===== config.mk =====
export PLATFORM = sky130hd
export DESIGN_NAME = sync_fifo
export DESIGN_NICKNAME = d
export VERILOG_FILES = /design/src/rtl/fifo_ram.sv /design/src/rtl/sync_fifo.sv
export SDC_FILE = /design/constraint.sdc
export NUM_CORES = 1
export LEC_CHECK = 0
export BUFFER_PORTS_ARGS = -buffer_cell sky130_fd_sc_hd__buf_2
export CAP_MARGIN = 10
export CORE_ASPECT_RATIO = 1.75
export CORE_MARGIN = 2
export CORE_UTILIZATION = 45
export CTS_CLUSTER_SIZE = 14
export DETAILED_ROUTE_END_ITERATION = 8
export SYNTH_ARGS = -nofsm -noshare
export SYNTH_HDL_FRONTEND = slang
export SYNTH_HIERARCHICAL = 1
export SYNTH_SLANG_ARGS = --single-unit

===== constraint.sdc =====
create_clock -name clk -period 6.9 [get_ports clk]
set_input_delay 1.38 -clock clk [delete_from_list [all_inputs] [get_ports clk]]
set_output_delay 1.38 -clock clk [all_outputs]
set_load 0.01 [all_outputs]

===== src/rtl/fifo_ram.sv =====
`default_nettype none
// +----------------------------------------------------------------------------+
// | Module      : fifo_ram                                                     |
// | Description : Simple dual-port RAM, synchronous write, registered read.    |
// | Revision    : 1.0                                                          |
// +----------------------------------------------------------------------------+
module fifo_ram #(
  parameter int DATA_W = 8,
  parameter int ADDR_W = 4
) (
  input  logic              clk,
  input  logic              reset_p,
  input  logic              we,
  input  logic [ADDR_W-1:0] waddr,
  input  logic [DATA_W-1:0] wdata,
  input  logic              re,
  input  logic [ADDR_W-1:0] raddr,
  output logic [DATA_W-1:0] rd_data
);

  logic [DATA_W-1:0] r_mem [0:(1<<ADDR_W)-1];
  logic [DATA_W-1:0] r_rd_data;

  always_ff @(posedge clk) begin
    if (we) r_mem[waddr] <= wdata;
  end

  // Read-before-write: a same-address read returns the old word, which the
  // full FIFO relies on when it pops and pushes in one cycle.
  always_ff @(posedge clk or posedge reset_p) begin
    if (reset_p)  r_rd_data <= '0;
    else if (re)  r_rd_data <= r_mem[raddr];
  end

  assign rd_data = r_rd_data;

endmodule
`default_nettype wire


===== src/rtl/sync_fifo.sv =====
`default_nettype none
// +----------------------------------------------------------------------------+
// | Module      : sync_fifo                                                    |
// | Description : Single-clock FIFO with registered count, flags, err pulses.  |
// | Revision    : 1.0                                                          |
// +----------------------------------------------------------------------------+
module sync_fifo #(
  parameter int DATA_W   = 8,
  parameter int ADDR_W   = 4,
  parameter int AF_LEVEL = (1 << ADDR_W) - 2
) (
  input  logic              clk,
  input  logic              reset_p,
  input  logic              wr_en,
  input  logic [DATA_W-1:0] wr_data,
  input  logic              rd_en,
  output logic [DATA_W-1:0] rd_data,
  output logic              rd_valid,
  output logic              full,
  output logic              empty,
  output logic              almost_full,
  output logic [ADDR_W:0]   count,
  output logic              overflow,
  output logic              underflow
);

  localparam int DEPTH = 1 << ADDR_W;
  localparam logic [ADDR_W:0] C_DEPTH    = (ADDR_W+1)'(DEPTH);
  localparam logic [ADDR_W:0] C_AF_LEVEL = (ADDR_W+1)'(AF_LEVEL);

  logic [ADDR_W:0] r_wr_ptr, r_rd_ptr, r_count;
  logic            r_full, r_empty, r_almost_full;
  logic            r_rd_valid, r_overflow, r_underflow;
  logic            w_rd_ok, w_wr_ok;
  logic [ADDR_W:0] w_wr_ptr_nxt, w_rd_ptr_nxt, w_count_nxt;

  assign w_rd_ok      = rd_en && !r_empty;
  assign w_wr_ok      = wr_en && (!r_full || w_rd_ok);
  assign w_wr_ptr_nxt = r_wr_ptr + (ADDR_W+1)'(w_wr_ok);
  assign w_rd_ptr_nxt = r_rd_ptr + (ADDR_W+1)'(w_rd_ok);
  // Modulo subtraction of wrap-bit pointers yields occupancy 0..DEPTH.
  assign w_count_nxt  = w_wr_ptr_nxt - w_rd_ptr_nxt;

  always_ff @(posedge clk or posedge reset_p) begin
    if (reset_p) begin
      r_wr_ptr      <= '0;
      r_rd_ptr      <= '0;
      r_count       <= '0;
      r_full        <= 1'b0;
      r_empty       <= 1'b1;
      r_almost_full <= 1'b0;
      r_rd_valid    <= 1'b0;
      r_overflow    <= 1'b0;
      r_underflow   <= 1'b0;
    end else begin
      r_wr_ptr      <= w_wr_ptr_nxt;
      r_rd_ptr      <= w_rd_ptr_nxt;
      r_count       <= w_count_nxt;
      r_full        <= (w_wr_ptr_nxt[ADDR_W-1:0] == w_rd_ptr_nxt[ADDR_W-1:0]) &&
                       (w_wr_ptr_nxt[ADDR_W] != w_rd_ptr_nxt[ADDR_W]);
      r_empty       <= (w_wr_ptr_nxt == w_rd_ptr_nxt);
      r_almost_full <= (w_count_nxt >= C_AF_LEVEL) && (w_count_nxt <= C_DEPTH);
      r_rd_valid    <= w_rd_ok;
      r_overflow    <= wr_en && !w_wr_ok;
      r_underflow   <= rd_en && !w_rd_ok;
    end
  end

  fifo_ram #(
    .DATA_W (DATA_W),
    .ADDR_W (ADDR_W)
  ) u_ram (
    .clk     (clk),
    .reset_p (reset_p),
    .we      (w_wr_ok),
    .waddr   (r_wr_ptr[ADDR_W-1:0]),
    .wdata   (wr_data),
    .re      (w_rd_ok),
    .raddr   (r_rd_ptr[ADDR_W-1:0]),
    .rd_data (rd_data)
  );

  assign rd_valid    = r_rd_valid;
  assign full        = r_full;
  assign empty       = r_empty;
  assign almost_full = r_almost_full;
  assign count       = r_count;
  assign overflow    = r_overflow;
  assign underflow   = r_underflow;

endmodule
`default_nettype wire


Yosys cells after proc, flatten, opt, wreduce, memory -nomap -nowiden
Memories as Yosys holds them, arrays and structs flattened. A register that Yosys moved wholly into a read port is not among the register bits.
Index checks and enable logic that the tools add are counted.
{ "classes": {"order_cmp": 2, "n_mux": 2, "n_addsub": 3, "reduce_logical": 11, "n_eq_ne": 3} }
{ "ops": {"columns": ["cell", "n"], "rows": [
  ["$add 5x1->5", 2],
  ["$logic_and 1x1->1", 6],
  ["$eq 5x5->1", 1],
  ["$ge 5x4->1 const B", 1],
  ["$le 5x5->1 const B", 1],
  ["$sub 5x5->5", 1],
  ["$eq 4x4->1", 1],
  ["$logic_not 1->1", 4],
  ["$mux 1", 2],
  ["$logic_or 1x1->1", 1],
  ["$ne 1x1->1", 1]
]} }
{ "totals": {"mem_bits_rw": 128, "regBits": 21, "input_bits": 12, "n_memories": 1, "output_inout_bits": 19, "wordCells": 31} }
{ "memory_table": {"columns": ["name", "depth", "width", "read_ports", "rd_clocked_by_memory_dff", "wr", "line_no", "rtl"], "rows": [
  ["u_ram.r_mem", 16, 8, 1, 1, 1, "fifo_ram.sv:21", "logic [DATA_W-1:0] r_mem [0:(1<<ADDR_W)-1];"]
]} }

Logic depth before layout (Yosys ltp)
Gate-level depths: netlist (run 1).
{ "logic_depth": {"word_depth": 8, "ltp_mapped": 12, "mapped_depth_nobuf": 12} }

By module
Netlist (run 1), hierarchy kept.
{ "modules_own_cells": {"columns": ["module", "cells_per_inst", "area_per_inst_um2", "instances"], "rows": [
  ["fifo_ram", 241, 5335.1, 1],
  ["sync_fifo", 77, 989.7, 1]
]} }

Worst setup path before layout (run 1)
OpenSTA, ideal clock, no wires.
{ "synth_timing": {"path_type": "input-to-reg", "from": "in rd_en", "to": "reg r_almost_full (netlist: almost_full)", "cell_stages": 10, "setup_slack_ps": 3196, "required_ps": 6821, "t_arrival_ps": 3625, "cell_sequence": "nand2b_1 > a21boi_0 > ha_1 > ha_1 > ha_1 > a21o_1 > a21oi_1 > xnor2_1 > or4_1 > mux2i_1"} }
{ "synth_between": {"elab_chain_len": 7} }
{ "synth_rtl": {"columns": ["element", "line_no", "rtl"], "rows": [
  ["from (decl)", "sync_fifo.sv:16", "input logic rd_en,"],
  ["$logic_and 1x1->1 *", "sync_fifo.sv:37", "assign w_rd_ok = rd_en && !r_empty;"],
  ["$logic_or 1x1->1 *", "sync_fifo.sv:38", "assign w_wr_ok = wr_en && (!r_full || w_rd_ok);"],
  ["$logic_and 1x1->1 *", "sync_fifo.sv:38", null],
  ["via w_wr_ok", "sync_fifo.sv:34", "logic w_rd_ok, w_wr_ok;"],
  ["$add 5x1->5 *", "sync_fifo.sv:39", "assign w_wr_ptr_nxt = r_wr_ptr + (ADDR_W+1)'(w_wr_ok);"],
  ["via w_wr_ptr_nxt[1]", "sync_fifo.sv:35", "logic [ADDR_W:0] w_wr_ptr_nxt, w_rd_ptr_nxt, w_count_nxt;"],
  ["$sub 5x5->5 *", "sync_fifo.sv:42", "assign w_count_nxt = w_wr_ptr_nxt - w_rd_ptr_nxt;"],
  ["via w_count_nxt[3]", "sync_fifo.sv:35", null],
  ["$ge 5x4->1 / $le 5x5->1 (equally long branches)", "sync_fifo.sv:62", "r_almost_full <= (w_count_nxt >= C_AF_LEVEL) && (w_count_nxt <= C_DEPTH);"],
  ["$logic_and 1x1->1 *", "sync_fifo.sv:62", null],
  ["to (signal assigned)", "sync_fifo.sv:62", null],
  ["to (decl)", "sync_fifo.sv:32", "logic r_full, r_empty, r_almost_full;"]
]} }
Mark *: on every way through the listed nets, which the timed path passes. The rest lies on a longest branch.

Worst setup path after layout (run 1)
{ "layout_timing": {"from": "in rd_en", "to": "reg r_almost_full (netlist: almost_full)"} }
{ "layout_rtl": {"columns": ["element", "line_no", "rtl"], "rows": [
  ["$logic_and 1x1->1 *", "sync_fifo.sv:37", null],
  ["via w_rd_ok", "sync_fifo.sv:34", null],
  ["$add 5x1->5 *", "sync_fifo.sv:40", "assign w_rd_ptr_nxt = r_rd_ptr + (ADDR_W+1)'(w_rd_ok);"],
  ["via w_rd_ptr_nxt[1]", "sync_fifo.sv:35", null],
  ["$sub 5x5->5 *", "sync_fifo.sv:42", null],
  ["via w_count_nxt[3]", "sync_fifo.sv:35", null],
  ["$ge 5x4->1 / $le 5x5->1 (equally long branches)", "sync_fifo.sv:62", null],
  ["$logic_and 1x1->1 *", "sync_fifo.sv:62", null]
]} }
Marks and branches as above.

==> results of run 1 <==
[worst paths after layout]
path | depth (start not counted) | startpoint | endpoint
max | 12 | rd_en | almost_full$_DFF_PP0_
min | 2 | r_wr_ptr[4]$_DFF_PP0_ | r_wr_ptr[4]$_DFF_PP0_
max reg2reg | 11 | empty$_DFF_PP1_ | almost_full$_DFF_PP0_
min reg2reg | 2 | r_wr_ptr[4]$_DFF_PP0_ | r_wr_ptr[4]$_DFF_PP0_
max in group asynchronous | 2 | reset_p | r_rd_ptr[2]$_DFF_PP0_
min in group asynchronous | 2 | reset_p | u_ram/rd_data[5]$_DFFE_PP0P_
[cells by family (layout without fill, tap and decap cells)]
group | Yosys count | after routing | share of synthesized area
buf+inv | 25 | 78 | 0.02690
compound gates | 21 | 21 | 0.03264
mux | 41 | 41 | 0.1318
simple gates | 50 | 50 | 0.04036
fa+ha+maj | 9 | 9 | 0.01780
flops | 157 | 157 | 0.7227
xor+xnor | 15 | 15 | 0.02789
[sequential cells by signal, summed over array words and instances (netlist names)]
name,cells
u_ram/r_mem,128
u_ram/rd_data,8
count,5
r_rd_ptr,5
r_wr_ptr,5
almost_full,1
empty,1
full,1
overflow,1
rd_valid,1
underflow,1
[final cells by class]
class | instances | area share
sequential | 157 | 0.6369
multi-input combinational | 136 | 0.2207
clock buffer | 18 | 0.05979
tap | 177 | 0.03085
timing repair buffer | 35 | 0.02615
clock inverter | 14 | 0.01987
inverter | 11 | 0.005752
[per-stage QoR]
stage	setup slack (ps)	hold slack, ps	total power [mW]	cell area, µm²
5_1_grt	2941	533.4	3.517	7178
3_5_place_dp	2652	500.3	2.494	6606
6_report	3040	506.5	3.353	7178
4_1_cts	3086	514.7	3.396	7178
3_3_place_gp	2832	492.4	2.471	6606
2_1_floorplan	3196	478.1	2.198	6325
[worst max-delay path: cells and delay by family]
family          cells  cell delay, ps
compound gates      2             380
xor+xnor            1             170
fa+ha+maj           3             830
buf+inv             3             740
mux                 1             140
simple gates        2             560
[metal layers]
metal  vias up  track usage  share of wire
met5         -            0              0
met4         0      0.06390          0.017
met3        13      0.03612          0.038
met2        95       0.3169           0.56
met1      1582       0.2065           0.39
li1       1342            -              -
[power by group through the flow]
stage | sequential [mW] | combinational (mW) | clock [mW]
2_1_floorplan | 1.32 | 0.882 | 0
3_3_place_gp | 1.39 | 1.08 | 0
3_5_place_dp | 1.39 | 1.10 | 0
4_1_cts | 1.37 | 1.11 | 0.914
5_1_grt | 1.39 | 1.17 | 0.952
6_report | 1.37 | 1.09 | 0.893
[synth_stat cells, types with 4 or more instances]
master / instances / area share
sky130_fd_sc_hd__a221oi_2: 8 / 0.019
sky130_fd_sc_hd__buf_1: 4 / 0.0024
sky130_fd_sc_hd__buf_6: 5 / 0.0089
sky130_fd_sc_hd__dfrtp_1: 28 / 0.11
sky130_fd_sc_hd__edfxtp_1: 128 / 0.61
sky130_fd_sc_hd__ha_1: 9 / 0.018
sky130_fd_sc_hd__inv_1: 11 / 0.0065
sky130_fd_sc_hd__mux2i_1: 9 / 0.014
sky130_fd_sc_hd__mux4_1: 6 / 0.025
sky130_fd_sc_hd__mux4_2: 26 / 0.093
sky130_fd_sc_hd__nand2b_1: 5 / 0.0049
sky130_fd_sc_hd__nand3_1: 6 / 0.0047
sky130_fd_sc_hd__nor2_1: 23 / 0.014
sky130_fd_sc_hd__nor3_1: 4 / 0.0032
sky130_fd_sc_hd__o22ai_1: 7 / 0.0069
sky130_fd_sc_hd__xnor2_1: 7 / 0.0097
sky130_fd_sc_hd__xor2_1: 5 / 0.0069
==> results.rst, run 1 <==
.. list-table::
   :header-rows: 1

   * - Metric
     - Value
   * - GRT Util Overall
     - 0.1764
   * - Global-route wire length before repair
     - 18.78 mm
   * - Deepest clock path buffer count
     - 2
   * - Final setup viols
     - 0
   * - Reported net switching power
     - 1.116 mW
   * - Maximum vdd drop
     - 0.0004484 V
   * - Most frequent cell on the critical path
     - sky130_fd_sc_hd__ha_1
   * - Number of antenna cells inserted
     - 0
   * - Vias
     - 3,032
   * - Mean area per synthesized cell
     - 19.89 µm²
   * - Sequential cell area in the final layout
     - 0.004572 mm²
   * - Register area share after synthesis
     - 0.7227
   * - Core Util, Final
     - 0.5188
   * - Count of buffers from port buffering
     - 30
   * - Horiz. Die Dim
     - 93.62 µm
   * - Count of boundary I/O pins
     - 31
   * - Cell-internal power
     - 2.237 mW
   * - Vias in the first global route
     - 3,170
   * - Post CTS Setup Buffer Count
     - 0
   * - Number of remaining DRC errors
     - 0
   * - Number of clock sinks seen by CTS
     - 157
   * - Proportion of synthesized flip-flops having asynchronous set or reset
     - 0.1847
   * - Total Nets Final
     - 379
   * - Sequential cell fraction of total power
     - 0.409
   * - Number of buffers added by the clock tree synthesis step
     - 17
   * - Area delta synth->final
     - 13.49%
   * - Result of the run
     - finished, final reports clean
   * - Max-cap viol count
     - 0
   * - Die area
     - 0.01506 mm²
   * - TritonCTS clock tree
     - built
   * - Number of standard cells in the final layout excluding fillers
     - 548
   * - HPWL after DPL
     - 8.407 mm
   * - Total power density per cell area
     - 467.1 mW/mm²
   * - Maximum level of the CTS H-tree
     - 4
   * - Sum of negative setup slack
     - 0 ps
   * - CP peak stage delay
     - 580 ps
   * - Detail Route Antenna Nets
     - 0
   * - CTS-repair resized insts
     - 0
   * - Chain of cells forming the critical path
     - buf_2 -> nand2b_1 -> inv_1 -> ha_1 -> ha_1 -> inv_1 -> ha_1 -> a21o_1 -> a21oi_1 -> xnor2_1 -> or4_1 -> mux2i_1
   * - Worst EP required
     - 7240 ps
   * - Fin crit period
     - 3860 ps
   * - Fmax
     - 259.1 MHz
   * - Worst Clk Skew
     - 14.24 ps
   * - Root buffer cell
     - sky130_fd_sc_hd__clkbuf_16
   * - RSZ-0062 raised after global routing
     - no
   * - Initial antenna violation count
     - 0
   * - Fraction of power spent switching nets
     - 0.3329
   * - Hold Vio Cnt, Final
     - 0
   * - Global-route congestion overflow total
     - 0
   * - Relative contribution of combinational cells to total power
     - 0.325
   * - Worst setup SP type
     - input port
   * - Hold-fix buffers at CTS
     - 0
   * - Number of warning messages in the yosys log
     - 6
   * - Syn Nets
     - 339
   * - # fillers
     - 1,135
   * - Register-to-register path setup slack
     - 3550 ps
   * - Maximum net fanout on the critical path
     - 19
   * - Post-synthesis instance total
     - 318
   * - Commonest cells after routing, fill and taps aside
     - sky130_fd_sc_hd__edfxtp_1, sky130_fd_sc_hd__buf_2, sky130_fd_sc_hd__dfrtp_1
   * - Final Cycle Share
     - 0.5595
   * - Clk pin slew, worst setup/hold paths
     - 60 ps
   * - Final Wtd Congestion
     - 0.7681
   * - Initial standard-cell utilization of the core
     - 0.4571
   * - Via/cell ratio
     - 5.533
   * - Core Box Area
     - 0.01384 mm²
   * - Yosys cell types
     - 38
   * - Top_reg_cell synth
     - sky130_fd_sc_hd__edfxtp_1
   * - DRT Pass-1 Iters
     - 4
   * - Clock latency of the later-clocked register in the worst-skew pair
     - 420 ps
   * - Most common cell after layout, fill and taps aside
     - sky130_fd_sc_hd__edfxtp_1
   * - Cell row count
     - 57
   * - Arrival time of data at the critical path endpoint
     - 4200 ps
   * - Fraction of final layout cells sized beyond drive strength 1
     - 0.2857
   * - Type of element capturing the critical path
     - flop
   * - Worst Max-Slew Pin Slew
     - 1148 ps
   * - Static leakage
     - 2.516 nW
   * - Pin count of the biggest net entering global routing
     - 36
   * - #FFs+latches synth
     - 157
   * - Wire per inst
     - 22.86 µm
   * - Critical path class
     - in2reg
   * - Number of synthesized flops with an enable pin
     - 128
   * - Clock group share of total power
     - 0.266
   * - Placed cell count
     - 516
   * - Number of pins exceeding their max-slew limit in the final report
     - 0
   * - Netlist area before placement
     - 0.006325 mm²
   * - Worst min-delay path class
     - reg2reg
   * - Slowest cell on the critical path
     - sky130_fd_sc_hd__inv_1
   * - Total Wirelength
     - 12.53 mm
   * - Height of the die
     - 160.8 µm
   * - Multi-input logic area
     - 0.001584 mm²
   * - Starting DRT DRC Count
     - 141
   * - Remaining max-slew budget at the tightest pin
     - 0.2318
No activity file was read; power rests on OpenSTA's default activity.
==> inputs of run 2 (changes only) <==
==> constraint.sdc (replaced) <==
create_clock -name clk -period 3.85 [get_ports clk]
set_input_delay 0.77 -clock clk [delete_from_list [all_inputs] [get_ports clk]]
set_output_delay 0.77 -clock clk [all_outputs]
set_load 0.01 [all_outputs]
==> run 2 against run 1 <==
- design area grew 1.3%
- first-iteration DRC count up 21%
- register-to-register slack worse by 2800 ps
- wire length fell by 1.3%
- combinational power rose by 86%
- non-clock buffer count is 9 higher
- critical path type is now reg2reg
- critical endpoint unchanged
- largest cell class unchanged
- highest routed layer unchanged
==> results.rst, run 2 (same netlist as run 1, synthesis figures left out) <==
.. list-table::
   :header-rows: 1

   * - Metric
     - Value
   * - Worst Max-Slew Pin Slew
     - 1017 ps
   * - Number of buffer and inverter instances along the worst setup path
     - 0
   * - Number of remaining DRC errors
     - 0
   * - Hold-fix buffers at CTS
     - 0
   * - # fillers
     - 1,123
   * - Slowest cell on the critical path
     - sky130_fd_sc_hd__a21boi_0
   * - Total power density per cell area
     - 832.6 mW/mm²
   * - Most frequent cell on the critical path
     - sky130_fd_sc_hd__ha_1
   * - Core Box Area
     - 0.01384 mm²
   * - Detail Route Antenna Nets
     - 0
   * - Wire per inst
     - 22.18 µm
   * - TritonCTS clock tree
     - built
   * - Fmax
     - 322.2 MHz
   * - Maximum net fanout on the critical path
     - 5
   * - Starting DRT DRC Count
     - 170
   * - Dpl cell area
     - 0.006674 mm²
   * - Clock latency of the later-clocked register in the worst-skew pair
     - 410 ps
   * - Chain of cells forming the critical path
     - nand2b_1 -> a21boi_0 -> ha_1 -> ha_1 -> ha_1 -> a21o_1 -> a21oi_1 -> xnor2_1 -> or4_1 -> mux2i_1
   * - Worst min-delay path class
     - in2async
   * - Number of clock sinks seen by CTS
     - 157
   * - Max-cap viol count
     - 0
   * - RSZ-0062 raised after global routing
     - no
   * - Deepest clock path buffer count
     - 2
   * - Global-route congestion overflow total
     - 0
   * - Number of standard cells in the final layout excluding fillers
     - 557
   * - Placed cell count
     - 525
   * - Global-route wire length before repair
     - 19.26 mm
   * - Fin crit period
     - 3104 ps
   * - Final setup viols
     - 0
   * - Pin count of the biggest net entering global routing
     - 25
   * - CTS-repair resized insts
     - 0
   * - Most common cell after layout, fill and taps aside
     - sky130_fd_sc_hd__edfxtp_1
   * - Total Wirelength
     - 12.36 mm
   * - Vias in the first global route
     - 3,301
   * - Worst setup SP type
     - flop
   * - Number of antenna cells inserted
     - 0
   * - Count of buffers from port buffering
     - 30
   * - Finished layout cell area
     - 0.007272 mm²
   * - Worst EP required
     - 4180 ps
   * - Total Nets Final
     - 388
   * - Static leakage
     - 2.588 nW
   * - Worst setup margin
     - 746.4 ps
   * - Post CTS Setup Buffer Count
     - 0
   * - Commonest cells after routing, fill and taps aside
     - sky130_fd_sc_hd__edfxtp_1, sky130_fd_sc_hd__buf_2, sky130_fd_sc_hd__dfrtp_1
   * - Type of element capturing the critical path
     - flop
   * - Flip-flop count of the largest register, all copies and words added
     - 128
   * - Hold Vio Cnt, Final
     - 0
   * - Setup slack after placement
     - 388.3 ps
   * - Area delta synth->final
     - 14.98%
   * - Cell row count
     - 57
   * - Final Wtd Congestion
     - 0.7602
   * - Arrival time of data at the critical path endpoint
     - 3440 ps
   * - Reg with most FFs
     - u_ram/r_mem
   * - Maximum level of the CTS H-tree
     - 4
   * - Vias
     - 3,032
   * - Maximum vdd drop
     - 0.0009192 V
   * - Via/cell ratio
     - 5.443
   * - Remaining max-slew budget at the tightest pin
     - 0.3195
   * - Number of pins exceeding their max-slew limit in the final report
     - 0
   * - CP peak stage delay
     - 480 ps
   * - Clk pin slew, worst setup/hold paths
     - 60 ps
   * - Die area
     - 0.01506 mm²
   * - Root buffer cell
     - sky130_fd_sc_hd__clkbuf_16
   * - Initial standard-cell utilization of the core
     - 0.4571
   * - Horiz. Die Dim
     - 93.62 µm
   * - Number of buffers added by the clock tree synthesis step
     - 17
   * - DRT Pass-1 Iters
     - 4
   * - Initial antenna violation count
     - 0
   * - Count of boundary I/O pins
     - 31
   * - HPWL after DPL
     - 8.533 mm
   * - Fraction of final layout cells sized beyond drive strength 1
     - 0.3026
   * - Sum of negative setup slack
     - 0 ps
   * - Final Cycle Share
     - 0.8061
   * - Result of the run
     - finished, final reports clean
   * - Height of the die
     - 160.8 µm
   * - GRT Util Overall
     - 0.1796
   * - Critical path class
     - reg2reg
   * - CP top delay family
     - adder cells
   * - Worst Clk Skew
     - 6.254 ps
==> run 2: cell types whose count changed in the layout (fill, tap and decap cells not counted), sizes merged <==
| cell | previous run | this run |
|---|---|---|
| clkinvlp | 6 | 2 |
| bufinv | 2 | 3 |
| clkinv | 3 | 6 |
| clkbuf | 18 | 19 |
| inv | 14 | 13 |
| buf | 35 | 44 |
==> run 2: per-stage QoR <==
stage,power (mW),hold slack (ps),util
2_1_floorplan,3.940,478.1,-
3_3_place_gp,4.433,494.4,0.4824
3_5_place_dp,4.456,502.1,0.4824
4_1_cts,6.142,345.8,0.5256
5_1_grt,6.380,370.6,0.5256
6_report,6.055,346.3,0.5256
==> run 2: worst register-to-register path, stage by stage (launching register included) <==
cell and delay [ps]:
sky130_fd_sc_hd__dfstp_2 380, sky130_fd_sc_hd__nand2b_1 170, sky130_fd_sc_hd__a21boi_0 480, sky130_fd_sc_hd__ha_1 320, sky130_fd_sc_hd__ha_1 290, sky130_fd_sc_hd__ha_1 310, sky130_fd_sc_hd__a21o_1 170, sky130_fd_sc_hd__a21oi_1 170
sky130_fd_sc_hd__xnor2_1 130, sky130_fd_sc_hd__or4_1 480, sky130_fd_sc_hd__mux2i_1 140
==> run 2: worst paths after layout <==
path                                             from                            to  slack (ps)  cells past startpoint
worst max-delay path                  empty$_DFF_PP1_         almost_full$_DFF_PP0_         750                     10
worst min-delay path                          reset_p  u_ram/rd_data[5]$_DFFE_PP0P_         350                      2
worst max register to register        empty$_DFF_PP1_         almost_full$_DFF_PP0_         750                     10
worst min register to register  r_wr_ptr[4]$_DFF_PP0_         r_wr_ptr[4]$_DFF_PP0_         510                      2
max in group asynchronous                     reset_p         r_rd_ptr[2]$_DFF_PP0_        2780                      2
min in group clk                r_wr_ptr[4]$_DFF_PP0_         r_wr_ptr[4]$_DFF_PP0_         510                      2
==> run 2: layout make-up <==
class                           count  area, µm²  share of cell area
Clock buffer                       19      432.9             0.05953
Multi-Input combinational cell    136       1584              0.2178
Inverter                           11      41.29            0.005678
Tap cell                          177      221.5             0.03045
Sequential cell                   157       4572              0.6287
Timing Repair Buffer               44      255.2             0.03510
Clock inverter                     13      165.2             0.02271
==> run 2: power by group <==
part | switching [mW] | internal (mW) | total [mW]
Sequential | 0.190 | 2.16 | 2.35
Clock | 0.648 | 1.02 | 1.67
Combinational | 1.11 | 0.920 | 2.03
==> run 2: metal layers <==
layer	up-vias	routed length (µm)	share of wire	GRT usage
met5	-	0	0	0
met4	0	277	0.022	0.07049
met3	15	375	0.030	0.03846
met2	78	6992	0.57	0.3172
met1	1574	4712	0.38	0.2117
li1	1365	-	-	-
